`src/rtl/ca_code_nco.sv`:
```
// Phase-accumulator NCO producing C/A code chip/half-chip enables, chip index and epoch strobe.
// Optional snapshot capture is enabled by defining NCO_SNAPSHOT_EN.
module ca_code_nco #(
  parameter int unsigned            ACC_W           = 32,
  parameter int unsigned            CHIP_W          = 10,
  parameter int unsigned            CHIPS_PER_EPOCH = 1023,
  parameter logic [ACC_W-1:0]       FCW_RESET       = '0
) (
  input  logic              clk,
  input  logic              rst,
  input  logic              en,
  input  logic [ACC_W-1:0]  fcw_in,
  input  logic              fcw_load,
  input  logic              phase_set,
  input  logic [ACC_W-1:0]  phase_in,
  input  logic [CHIP_W-1:0] chip_in,
  input  logic              snap_req,
  output logic              chip_tick,
  output logic              half_tick,
  output logic              epoch,
  output logic [CHIP_W-1:0] chip_cnt,
  output logic              fout,
  output logic [ACC_W-1:0]  snap_acc,
  output logic [CHIP_W-1:0] snap_chip,
  output logic              snap_valid
);

  localparam logic [CHIP_W-1:0] LAST_CHIP = CHIP_W'(CHIPS_PER_EPOCH - 1);

  logic [ACC_W-1:0]  r_acc;
  logic [ACC_W-1:0]  r_fcw;
  logic [CHIP_W-1:0] r_chip;
  logic              r_chip_tick;
  logic              r_half_tick;
  logic              r_epoch;
  logic              r_fout;

  logic [ACC_W:0]    w_sum;
  logic              w_carry;
  logic              w_last;

  assign w_sum   = {1'b0, r_acc} + {1'b0, r_fcw};
  assign w_carry = w_sum[ACC_W];
  assign w_last  = (r_chip == LAST_CHIP);

  always_ff @(posedge clk) begin
    if (rst) begin
      r_acc       <= '0;
      r_fcw       <= FCW_RESET;
      r_chip      <= '0;
      r_chip_tick <= 1'b0;
      r_half_tick <= 1'b0;
      r_epoch     <= 1'b0;
      r_fout      <= 1'b0;
    end else begin
      if (fcw_load) r_fcw <= fcw_in;
      r_chip_tick <= 1'b0;
      r_half_tick <= 1'b0;
      r_epoch     <= 1'b0;
      if (phase_set) begin
        r_acc  <= phase_in;
        r_chip <= chip_in;
        r_fout <= phase_in[ACC_W-1];
      end else if (en) begin
        // Add uses the pre-load fcw; a new word takes effect from the next edge.
        r_acc       <= w_sum[ACC_W-1:0];
        r_chip_tick <= w_carry;
        r_half_tick <= (w_sum[ACC_W-1] != r_acc[ACC_W-1]);
        r_fout      <= w_sum[ACC_W-1];
        r_epoch     <= w_carry && w_last;
        if (w_carry) r_chip <= w_last ? '0 : r_chip + 1'b1;
      end
    end
  end

  assign chip_tick = r_chip_tick;
  assign half_tick = r_half_tick;
  assign epoch     = r_epoch;
  assign chip_cnt  = r_chip;
  assign fout      = r_fout;

`ifdef NCO_SNAPSHOT_EN
  logic [ACC_W-1:0]  r_snap_acc;
  logic [CHIP_W-1:0] r_snap_chip;
  logic              r_snap_valid;

  always_ff @(posedge clk) begin
    if (rst) begin
      r_snap_acc   <= '0;
      r_snap_chip  <= '0;
      r_snap_valid <= 1'b0;
    end else begin
      r_snap_valid <= snap_req;
      if (snap_req) begin
        r_snap_acc  <= r_acc;
        r_snap_chip <= r_chip;
      end
    end
  end

  assign snap_acc   = r_snap_acc;
  assign snap_chip  = r_snap_chip;
  assign snap_valid = r_snap_valid;
`else
  logic w_unused_snap;
  assign w_unused_snap = snap_req;
  assign snap_acc      = '0;
  assign snap_chip     = '0;
  assign snap_valid    = 1'b0;
`endif

endmodule

```
`config.mk`:
```
export PLATFORM = sky130hd
export DESIGN_NAME = ca_code_nco
export DESIGN_NICKNAME = d
export VERILOG_FILES = /design/src/rtl/ca_code_nco.sv
export SDC_FILE = /design/constraint.sdc
export NUM_CORES = 1
export LEC_CHECK = 0
export CAP_MARGIN = 20
export CORE_ASPECT_RATIO = 1.5
export CORE_MARGIN = 2
export CORE_UTILIZATION = 50
export CTS_BUF_LIST = sky130_fd_sc_hd__clkbuf_4 sky130_fd_sc_hd__clkbuf_8
export DETAILED_ROUTE_END_ITERATION = 12
export PLACE_DENSITY = 0.82
export SLEW_MARGIN = 20
export SYNTH_ARGS = -nofsm -noshare
export SYNTH_HDL_FRONTEND = slang
export SYNTH_SLANG_ARGS = --single-unit
```
`constraint.sdc`:
```
create_clock -name clk -period 5.3 [get_ports clk]
set_clock_uncertainty 0.2 [all_clocks]
set_input_delay 0.53 -clock clk [delete_from_list [all_inputs] [get_ports clk]]
set_output_delay 0.53 -clock clk [all_outputs]
set_load 0.02 [all_outputs]
```
-- Word level (Yosys, flattened, before mapping)
Index checks and enable logic that the tools add are counted.
- magnitude comparators: 0
- multipliers: 0
- multiplexer cells: 8
- equal/unequal tests: 2
- reductions and logical operators: 5
- shift operators: 0
- bitwise gates (word level): 1
- add/subtract/negate cells: 2
- div/mod/pow operators: 0
- operator list (operator ; number):
    32-bit two-way mux ; 2
    10-bit two-way mux ; 4
    32-bit by 32-bit adder with 33-bit output ; 1
    10-bit by 1-bit adder with 10-bit output (second input constant) ; 1
    10-bit == test (second input constant) ; 1
    2-bit nonzero test ; 2
    3-bit OR reduction ; 1
    1-bit two-way mux ; 2
    2-bit AND reduction ; 1
    1-bit logical AND ; 1
    1-bit inequality test ; 1
    1-bit NOT ; 1
- bits of input ports: 80
- output and inout port bits: 57
- bits in registers: 78
- bits in latches: 0
- memories kept: 0
- bits in read-only memories: 0
- word-level logic and storage cells: 25
- memory bits (writable): 0

-- Depth between registers and ports, before layout
Gate-level depths: netlist of the first run.
- word-level depth: 5
- depth in mapped cells: 12
- gate-level depth less buffers: 11

-- Least setup slack after synthesis of the first run
OpenSTA, ideal clock, no wires.
- kind: register to register
- start: reg r_acc[0]
- end: reg r_chip[1] (netlist: chip_cnt[1])
- buffers on the path: 1
- library setup time: 0.088 ns
- stages on the path, launching flop included: 12
- required time: 5.012 ns
- slack: 2.312 ns
- clock period less this slack: 2.988 ns
- arrival time: 2.700 ns
- path through: dfxtp_1 ha_1 fa_1 a211oi_1 o21bai_1 a21bo_2 o2111ai_2 a21boi_2 o41ai_4 buf_6 nand2_1 a311oi_2
- cells in the longest elaborated chain, start to end: 3
- RTL lines (what ; RTL line ; text):
    start: declaration ; 30 ; logic [ACC_W-1:0] r_acc;
    start signal: assignment ; 61 ; r_acc <= phase_in;
    start signal: assignment ; 66 ; r_acc <= w_sum[ACC_W-1:0];
    32-bit by 32-bit adder with 33-bit output ; 42 ; assign w_sum = {1'b0, r_acc} + {1'b0, r_fcw};
    2-bit nonzero test (no source line) ; - ;
    2-bit AND reduction (no source line) ; - ;
    end signal: assignment ; 62 ; r_chip <= chip_in;
    end signal: assignment ; 71 ; if (w_carry) r_chip <= w_last ? '0 : r_chip + 1'b1;
    end: declaration ; 32 ; logic [CHIP_W-1:0] r_chip;
No other way between the ends.
A chain may end at the register's enable or synchronous reset.

-- Worst setup path in the final report of the first run
- start: reg r_acc[0]
- end: reg r_chip[3] (netlist: chip_cnt[3])
Same word-level chain as after synthesis.

==> metrics.cfg, run 1 <==
[clock_network]
cts_max_level=3
cts_tree=done
cts.sinks=77
post_cts_buffers=0
clk_latency_ns=0.36
ctsHoldBuffers=0
clk_root_buffer_cell=clkbuf_8
cts_buffers=9
cts-resized-gates=0
path_clk_slew_ns=0.08
cts_buffer_depth=2

[route]
drc=0
route.met2.wl_mm=6.98
wl_per_cell_um=14.9
first_iter_violations=138
vias=4707
met3_length_um=561
vias_per_cell=5.56
postRouteAntennaNets=0
drt-pass1-iter-count=5
met1Wirelength_mm=4.83
top_layer_used=met4
drt-total-wl_mm=12.6

[layout]
fin_area_mm2=0.00626
fin_cells=847
drive_gt1_share_pct=5.38
diodes=0
nets=816
num-fill-cells=925
area_delta_synth_final_pct=19.3

[floorplan]
core_region_area_mm2=0.0102
io-pin-count=137
die-width_um=87.6
dieArea_mm2=0.0113
fp-row-count=45
initial_core_util_pct=51.5
die_h_um=129

[logic_synthesis]
netlist_area_mm2=0.00525
ys_ff_latch=77
ys_seq_area_share_pct=29.4
synthFlopType=dfxtp_1
netlist_top_cells_count=nor2_1 (97), dfxtp_1 (77), mux2i_1 (55)
syn_avg_cell_area_um2=8.37
synth.distinct_cells=66
async_flop_share_pct=0
synth_area_leaders=dfxtp_1 (29%), mux2i_1 (10%), ha_1 (8.1%), nor2_1 (6.9%), buf_4 (6.2%)
ys_warn_count=0
synth_enable_flop_cells=0
postSynthCellCount=627
yosysMostFrequentCell=nor2_1
synth_top_cell_by_area=dfxtp_1
post-synth-top-area-fraction_pct=29.4

[sta]
finalCriticalPeriod_ns=3.64
setup_viol=0
tightest_slew_ns=1.03
grt_setup_unrepaired=false
period_share_pct=68.7
slew_violations=0
setup_tns_ns=0
hold_viol_final=0
holdWs_ns=0.305
maxSlewHeadroom_pct=31.5
fmax_mhz=275

[setup_path]
worst_setup_path_start_kind=flop
path_class=reg -> reg
cp.arrival_ns=3.66
cp-startpoint=r_acc[0]$_SDFFE_PP0P_
r2r-start=r_acc[0]$_SDFFE_PP0P_
end_kind=flop
critical_path_required_ns=5.32
crit_fanout=18

[global_route]
grt_usage_pct=22.6
grt_pass1_vias=4529
grt_pass1_wl_mm=20.3
grt_max_degree=70
grt-ovfl-total=0
antenna_found_initial=0

[flow_run]
maxCapViolCount=0

[placement]
portBuffers=92
hpwl_mm=9.29
placedCellCount=831
place_congestion=0.870
dpl_cell_area_mm2=0.00606

[power_and_ir_drop]
power_uw=1480
p_leak_uw=0.00277
peakVddDrop_mv=0.137
p_per_area_mw_per_mm2=237

[worst_hold_path]
hp-start=r_fcw[0]$_SDFFE_PP0P_
hp-class=reg -> reg

[run_status]
status=complete, no violations

sequential cells by signal (all words and copies together) (netlist names):
register	count
chip_cnt	10
chip_tick	1
epoch	1
half_tick	1
r_acc	32
r_fcw	32
layer usage:
metal | global-route usage (%) | vias up
met3 | 4.14 | 25
met1 | 24.4 | 2205
li1 | - | 2328
met2 | 42.4 | 149
met5 | 0 | -
met4 | 9.14 | 0
worst max-delay path, cell delays in order, from the launching register on:
cell and delay, ns:
dfxtp_1 0.32, ha_1 0.22, fa_1 0.44, a211oi_1 0.26, o21bai_1 0.16, a21bo_2 0.25
o2111ai_2 0.21, a21boi_2 0.12, o41ai_4 0.83, nor2_2 0.12, a41oi_1 0.29, a311oi_1 0.07
metrics by stage:
stage,utilization [%],worst slack [ns]
2_1_floorplan,-,2.31
3_3_place_gp,59.5,1.82
3_5_place_dp,59.5,1.66
4_1_cts,61.4,1.63
5_1_grt,61.4,1.27
6_report,61.4,1.66
power breakdown:
group | total (µW) | switching, µW | internal [µW] | leakage (µW)
Sequential | 647 | 29.1 | 618 | 0.000637
Clock | 451 | 219 | 232 | 0.000106
Combinational | 386 | 207 | 179 | 0.00203
worst paths after layout:
check / to / slack [ns] / cells past startpoint
hold / removal: r_fcw[0]$_SDFFE_PP0P_ / 0.31 / 2
hold reg to reg: r_fcw[0]$_SDFFE_PP0P_ / 0.31 / 2
setup reg to reg: chip_cnt[3]$_SDFFE_PP0P_ / 1.66 / 11
setup / recovery: chip_cnt[3]$_SDFFE_PP0P_ / 1.66 / 11
layout by cell type (no fill, tap or decap), types with 3 or more instances in the layout:
cell type,count
o21a_1,3
a41oi_1,3
buf_2,3
or3_1,6
a211oi_1,20
clkinv_2,4
and2_1,3
o211ai_1,4
a31oi_1,7
a311oi_1,3
xnor2_1,18
ha_1,34
nor2b_1,6
nand4_1,5
nor2_1,97
conb_1,43
o21ai_0,27
dfxtp_1,77
mux2i_1,55
nor3_1,8
inv_1,13
nor4_1,3
or4_1,3
clkbuf_8,10
o21bai_1,7
a21oi_1,50
nand3_1,12
clkdlybuf4s50_1,89
buf_4,3
a21o_1,13
nand2_1,18
and3_1,3
xor2_1,11
cell families after synthesis:
kind of cell	synth area share, %
AO/OA/AOI/OAI	21.9
other	0.0715
XOR/XNOR	4.84
AND/OR/NAND/NOR	15.1
buffers and inverters	9.52
adder cells (fa/ha/maj)	8.49
flip-flops	29.4
multiplexers	10.7
area by class of cell:
cell class | instances | area [µm²] | share of cell area, %
Multi-Input combinational cell | 504 | 3360 | 53.7
Sequential cell | 77 | 1540 | 24.6
Timing Repair Buffer | 95 | 928 | 14.8
Tap cell | 141 | 176 | 2.82
Clock buffer | 11 | 145 | 2.32
Inverter | 14 | 52.6 | 0.840
Clock inverter | 5 | 50.0 | 0.800
No activity file was read; power rests on OpenSTA's default activity.
==> inputs of run 2 (changes only) <==
--- a/config.mk
+++ b/config.mk
@@ -8,10 +8,10 @@
 export CAP_MARGIN = 20
 export CORE_ASPECT_RATIO = 1.5
 export CORE_MARGIN = 2
-export CORE_UTILIZATION = 50
+export CORE_UTILIZATION = 46
 export CTS_BUF_LIST = sky130_fd_sc_hd__clkbuf_4 sky130_fd_sc_hd__clkbuf_8
 export DETAILED_ROUTE_END_ITERATION = 12
-export PLACE_DENSITY = 0.82
+export PLACE_DENSITY = 0.79
 export SLEW_MARGIN = 20
 export SYNTH_ARGS = -nofsm -noshare
 export SYNTH_HDL_FRONTEND = slang
==> constraint.sdc (replaced) <==
create_clock -name clk -period 3.3 [get_ports clk]
set_clock_uncertainty 0.2 [all_clocks]
set_input_delay 0.33 -clock clk [delete_from_list [all_inputs] [get_ports clk]]
set_output_delay 0.33 -clock clk [all_outputs]
set_load 0.02 [all_outputs]
==> run 2 against run 1 <==
Net effect: first-iteration DRC count is 43% higher; via count is 1.0% higher; worst setup slack worse by 1.5 ns; non-clock buffer count is 9 higher; largest cell class unchanged.
==> metrics.cfg, run 2 (synthesized netlist as in run 1, its figures left out) <==
[power_and_ir_drop]
peakVddDrop_mv=0.228
p_leak_uw=0.00281
p_per_area_mw_per_mm2=383

[sta]
tightest_slew_ns=1.03
slew_violations=0
hold_viol_final=0
maxSlewHeadroom_pct=31.4
setup_viol=0
fmax_mhz=314
period_share_pct=96.5
finalCriticalPeriod_ns=3.18
setup_tns_ns=0

[setup_path]
slowest_stage=fa_2
path_class=reg -> reg
crit_buf_inv=1
cp.arrival_ns=3.25
critPathMaxStageDelay_ns=0.40
worst_setup_path_start_kind=flop
critical_path_required_ns=3.36
path_delay_family=compound AO/OA/AOI/OAI gates
crit_fanout=14
path_cells=ha_1, fa_2, a211oi_2, o21bai_1, a21bo_2, o2111ai_2, a21boi_2, o41ai_4, buf_12, nor3_1, a211o_1, o211a_1
end_kind=flop

[global_route]
antenna_found_initial=0
grt_pass1_vias=4744
grt_usage_pct=21.6
grt_max_degree=44
grt_pass1_wl_mm=21.8
grt-ovfl-total=0

[route]
postRouteAntennaNets=0
first_iter_violations=197
vias=4756
drt-pass1-iter-count=5
drt-total-wl_mm=13.3
drc=0
vias_per_cell=5.52
wl_per_cell_um=15.4

[worst_hold_path]
hp-class=in -> reg

[layout]
area_delta_synth_final_pct=21.3
final_common_cell=nor2_1
diodes=0
fin_cells=861
mostFrequentLayoutCells=nor2_1 (97), clkdlybuf4s50_1 (89), dfxtp_1 (77)
drive_gt1_share_pct=6.86
nets=825
num-fill-cells=1017

[placement]
place_congestion=0.907
portBuffers=92
placedCellCount=842
hpwl_mm=9.71

[clock_network]
cts_tree=done
cts_buffers=9
cts.sinks=77
cts_max_level=3
clk_latency_ns=0.37
path_clk_slew_ns=0.08
clk_root_buffer_cell=clkbuf_8
cts_buffer_depth=2

[floorplan]
core_region_area_mm2=0.0111
io-pin-count=137
initial_core_util_pct=47.5
die_h_um=135
dieArea_mm2=0.0123
fp-row-count=47
die-width_um=91.2

[run_status]
status=complete, no violations

[flow_run]
maxCapViolCount=0

## run 2: through the flow
stage | hold slack (ns) | power [µW] | cell area [µm²] | setup WS [ns] | util [%]
after global routing | 0.313 | 2560 | 6360 | -0.0255 | 57.6
final | 0.298 | 2440 | 6360 | 0.116 | 57.6
after detailed placement | 0.301 | 1680 | 6120 | 0.0766 | 55.4
after CTS | 0.295 | 2440 | 6320 | 0.0135 | 57.2
after floorplan | 0.265 | 1520 | 5400 | 0.312 | -
after global placement | 0.282 | 1660 | 6120 | 0.102 | 55.4
## run 2: layout make-up
type	count	area, µm²	share of cell area [%]
multi-input cells	504	3370	53.0
inverters	14	52.6	0.826
repair buffers	104	1010	15.8
flip-flops and latches	77	1540	24.2
clock buffers	12	159	2.50
clock inverters	3	45.0	0.708
well taps	147	184	2.89
## run 2: power by group
group	internal (µW)	total [µW]	switching, µW
Sequential	992	1040	47.7
Clock	395	766	371
Combinational	292	630	338
## run 2: repair_timing
action,in CTS,in global routing
buffers inserted,0,4
resized for setup,0,3
hold buffers,0,0
endpoints found under the setup margin,0,8
## run 2: worst reg2reg max path, delay by kind of cell, from the launching register on
family                   cells  cell delay, ns
AO/OA/AOI/OAI                8            1.71
adder cells (fa/ha/maj)      2            0.63
buffers and inverters        1            0.18
flip-flops                   1            0.32
AND/OR/NAND/NOR              1            0.05
## run 2: worst paths after layout
| kind | end | cells after the start | startpoint | slack (ns) |
|---|---|---|---|---|
| setup / recovery | chip_cnt[0]$_SDFFE_PP0P_ | 12 | r_acc[0]$_SDFFE_PP0P_ | 0.12 |
| hold / removal | r_fcw[31]$_SDFFE_PP0P_ | 2 | rst | 0.30 |
| setup reg to reg | chip_cnt[0]$_SDFFE_PP0P_ | 12 | r_acc[0]$_SDFFE_PP0P_ | 0.12 |
| hold reg to reg | r_fcw[25]$_SDFFE_PP0P_ | 2 | r_fcw[25]$_SDFFE_PP0P_ | 0.32 |
## run 2: routing by layer
layer  share of wire (%)  GRT usage (%)
met4                 2.2           8.42
met5                   0              0
met1                  40           23.5
met3                 4.1           3.68
met2                  54           41.1
==> inputs of run 3 (changes only) <==
--- a/config.mk
+++ b/config.mk
@@ -7,11 +7,11 @@
 export LEC_CHECK = 0
 export CAP_MARGIN = 20
 export CORE_ASPECT_RATIO = 1.5
-export CORE_MARGIN = 2
 export CORE_UTILIZATION = 46
 export CTS_BUF_LIST = sky130_fd_sc_hd__clkbuf_4 sky130_fd_sc_hd__clkbuf_8
 export DETAILED_ROUTE_END_ITERATION = 12
 export PLACE_DENSITY = 0.79
+export REMOVE_ABC_BUFFERS = 1
 export SLEW_MARGIN = 20
 export SYNTH_ARGS = -nofsm -noshare
 export SYNTH_HDL_FRONTEND = slang
==> run 3 against run 2 <==
Net effect: worst hold slack worse by 0.13 ns; register-to-register slack better by 0.06 ns; worst setup slack better by 0.058 ns; largest power group unchanged; cell count grew 0.12%; critical path depth did not move; critical path type unchanged; critical endpoint unchanged; die area is 3.6% lower; sequential cell count is the same; sequential share of layout area shrank 0.24 points.
==> metrics.cfg, run 3 (synthesized netlist as in run 1, its figures left out) <==
[global_route]
grt_pass1_wl_mm=20.2
grt-ovfl-total=0
grt_usage_pct=21.6
grt_max_degree=50
grt_pass1_vias=4540
antenna_found_initial=0

[power_and_ir_drop]
intPower_uw=1830
clkPwrFrac_pct=34.8
switching_share_pct=28.9
p_per_area_mw_per_mm2=399
pwr-share-comb_pct=24.7
p_leak_uw=0.00285
power_frac_seq_pct=40.5
peakVddDrop_mv=0.245
p_switching_uw=741

[layout]
fin_area_mm2=0.00643
nets=826
fin_cells=862
drive_gt1_share_pct=6.99
diodes=0
mostFrequentLayoutCells=nor2_1 (97), clkdlybuf4s50_1 (89), dfxtp_1 (77)
area_delta_synth_final_pct=22.5
final_common_cell=nor2_1

[clock_network]
cts_buffer_depth=2
clk_root_buffer_cell=clkbuf_8
path_clk_slew_ns=0.09
cts_max_level=3
clk_latency_ns=0.37
cts_buffers=9
cts_tree=done
cts.sinks=77
ctsHoldBuffers=0

[sta]
period_share_pct=94.7
setup_viol=0
tightest_slew_ns=1.01
maxSlewHeadroom_pct=32.8
finalCriticalPeriod_ns=3.13
fmax_mhz=320
grt_setup_unrepaired=false
setup_tns_ns=0
slew_violations=0
hold_viol_final=0
fin_ws_ns=0.174

[route]
drt-total-wl_mm=12.9
drt-pass1-iter-count=5
wl_per_cell_um=14.9
first_iter_violations=207
postRouteAntennaNets=0
vias=4694
vias_per_cell=5.45
drc=0

[placement]
portBuffers=92
hpwl_mm=9.40
post-place-ws_ns=0.00164
place_congestion=0.905
dpl_cell_area_mm2=0.00615
placedCellCount=844

[floorplan]
die-width_um=89.2
die_h_um=133
io-pin-count=137
initial_core_util_pct=47.5
core_region_area_mm2=0.0111
dieArea_mm2=0.0118
fp-row-count=47

[setup_path]
end_kind=flop
cp.arrival_ns=3.19
critical_path_required_ns=3.36
worst_setup_path_start_kind=flop
crit_fanout=14
path_class=reg -> reg

[worst_hold_path]
hp-class=in -> reg

[run_status]
status=complete, no violations

[flow_run]
maxCapViolCount=0

## run 3: layout make-up
| cell class | count | area (µm²) |
|---|---|---|
| Clock inverter | 4 | 95.1 |
| Sequential cell | 77 | 1540 |
| Tap cell | 147 | 184 |
| Fill cell | 1028 | 4630 |
| Inverter | 14 | 52.6 |
| Multi-Input combinational cell | 504 | 3380 |
| Clock buffer | 11 | 151 |
| Timing Repair Buffer | 105 | 1030 |
## run 3: layer usage
| metal | share of wire [%] | vias to the layer above | track usage, % |
|---|---|---|---|
| met4 | 1.9 | 0 | 8.11 |
| met5 | 0 | - | 0 |
| li1 | - | 2339 | - |
| met3 | 5.2 | 18 | 4.05 |
| met1 | 39 | 2179 | 23.6 |
| met2 | 54 | 158 | 39.9 |
## run 3: repair_timing
| item | CTS | global route |
|---|---|---|
| buffers inserted | 0 | 3 |
| pin swaps | 0 | 2 |
| resized for setup | 1 | 3 |
| setup endpoints to repair | 2 | 5 |
## run 3: power groups by stage
stage / clock network [µW] / logic [µW] / registers, µW
floorplan: 0 / 382 / 1060
global placement: 0 / 608 / 1060
detailed placement: 0 / 625 / 1060
CTS: 908 / 631 / 1040
global route: 935 / 695 / 1050
finish: 893 / 635 / 1040
## run 3: through the flow
step	power [µW]	util [%]	hold WS, ns
3_3_place_gp	1660	55.6	0.284
4_1_cts	2580	57.9	0.168
5_1_grt	2680	58.1	0.206
6_report	2570	58.1	0.171
2_1_floorplan	1440	-	0.196
3_5_place_dp	1690	55.6	0.292
## run 3: final timing paths
check                                            from  cells past startpoint  slack (ns)                  endpoint
worst max-delay path            r_acc[0]$_SDFFE_PP0P_                     12        0.17  chip_cnt[0]$_SDFFE_PP0P_
worst min register to register  r_fcw[9]$_SDFFE_PP0P_                      2        0.31     r_fcw[9]$_SDFFE_PP0P_
worst max register to register  r_acc[0]$_SDFFE_PP0P_                     12        0.17  chip_cnt[0]$_SDFFE_PP0P_
worst min-delay path                              rst                      2        0.17    r_fcw[30]$_SDFFE_PP0P_
## run 3: critical path, cell delays in order, from the launching register on
cell and delay (ns):
dfxtp_1 0.32, ha_1 0.23, fa_1 0.41, a211oi_2 0.26, o21bai_2 0.13, a21bo_2 0.24
o2111ai_2 0.22, a21boi_2 0.11, o41ai_4 0.28, buf_12 0.18, nor3_1 0.05, a211o_1 0.29
o211a_1 0.10
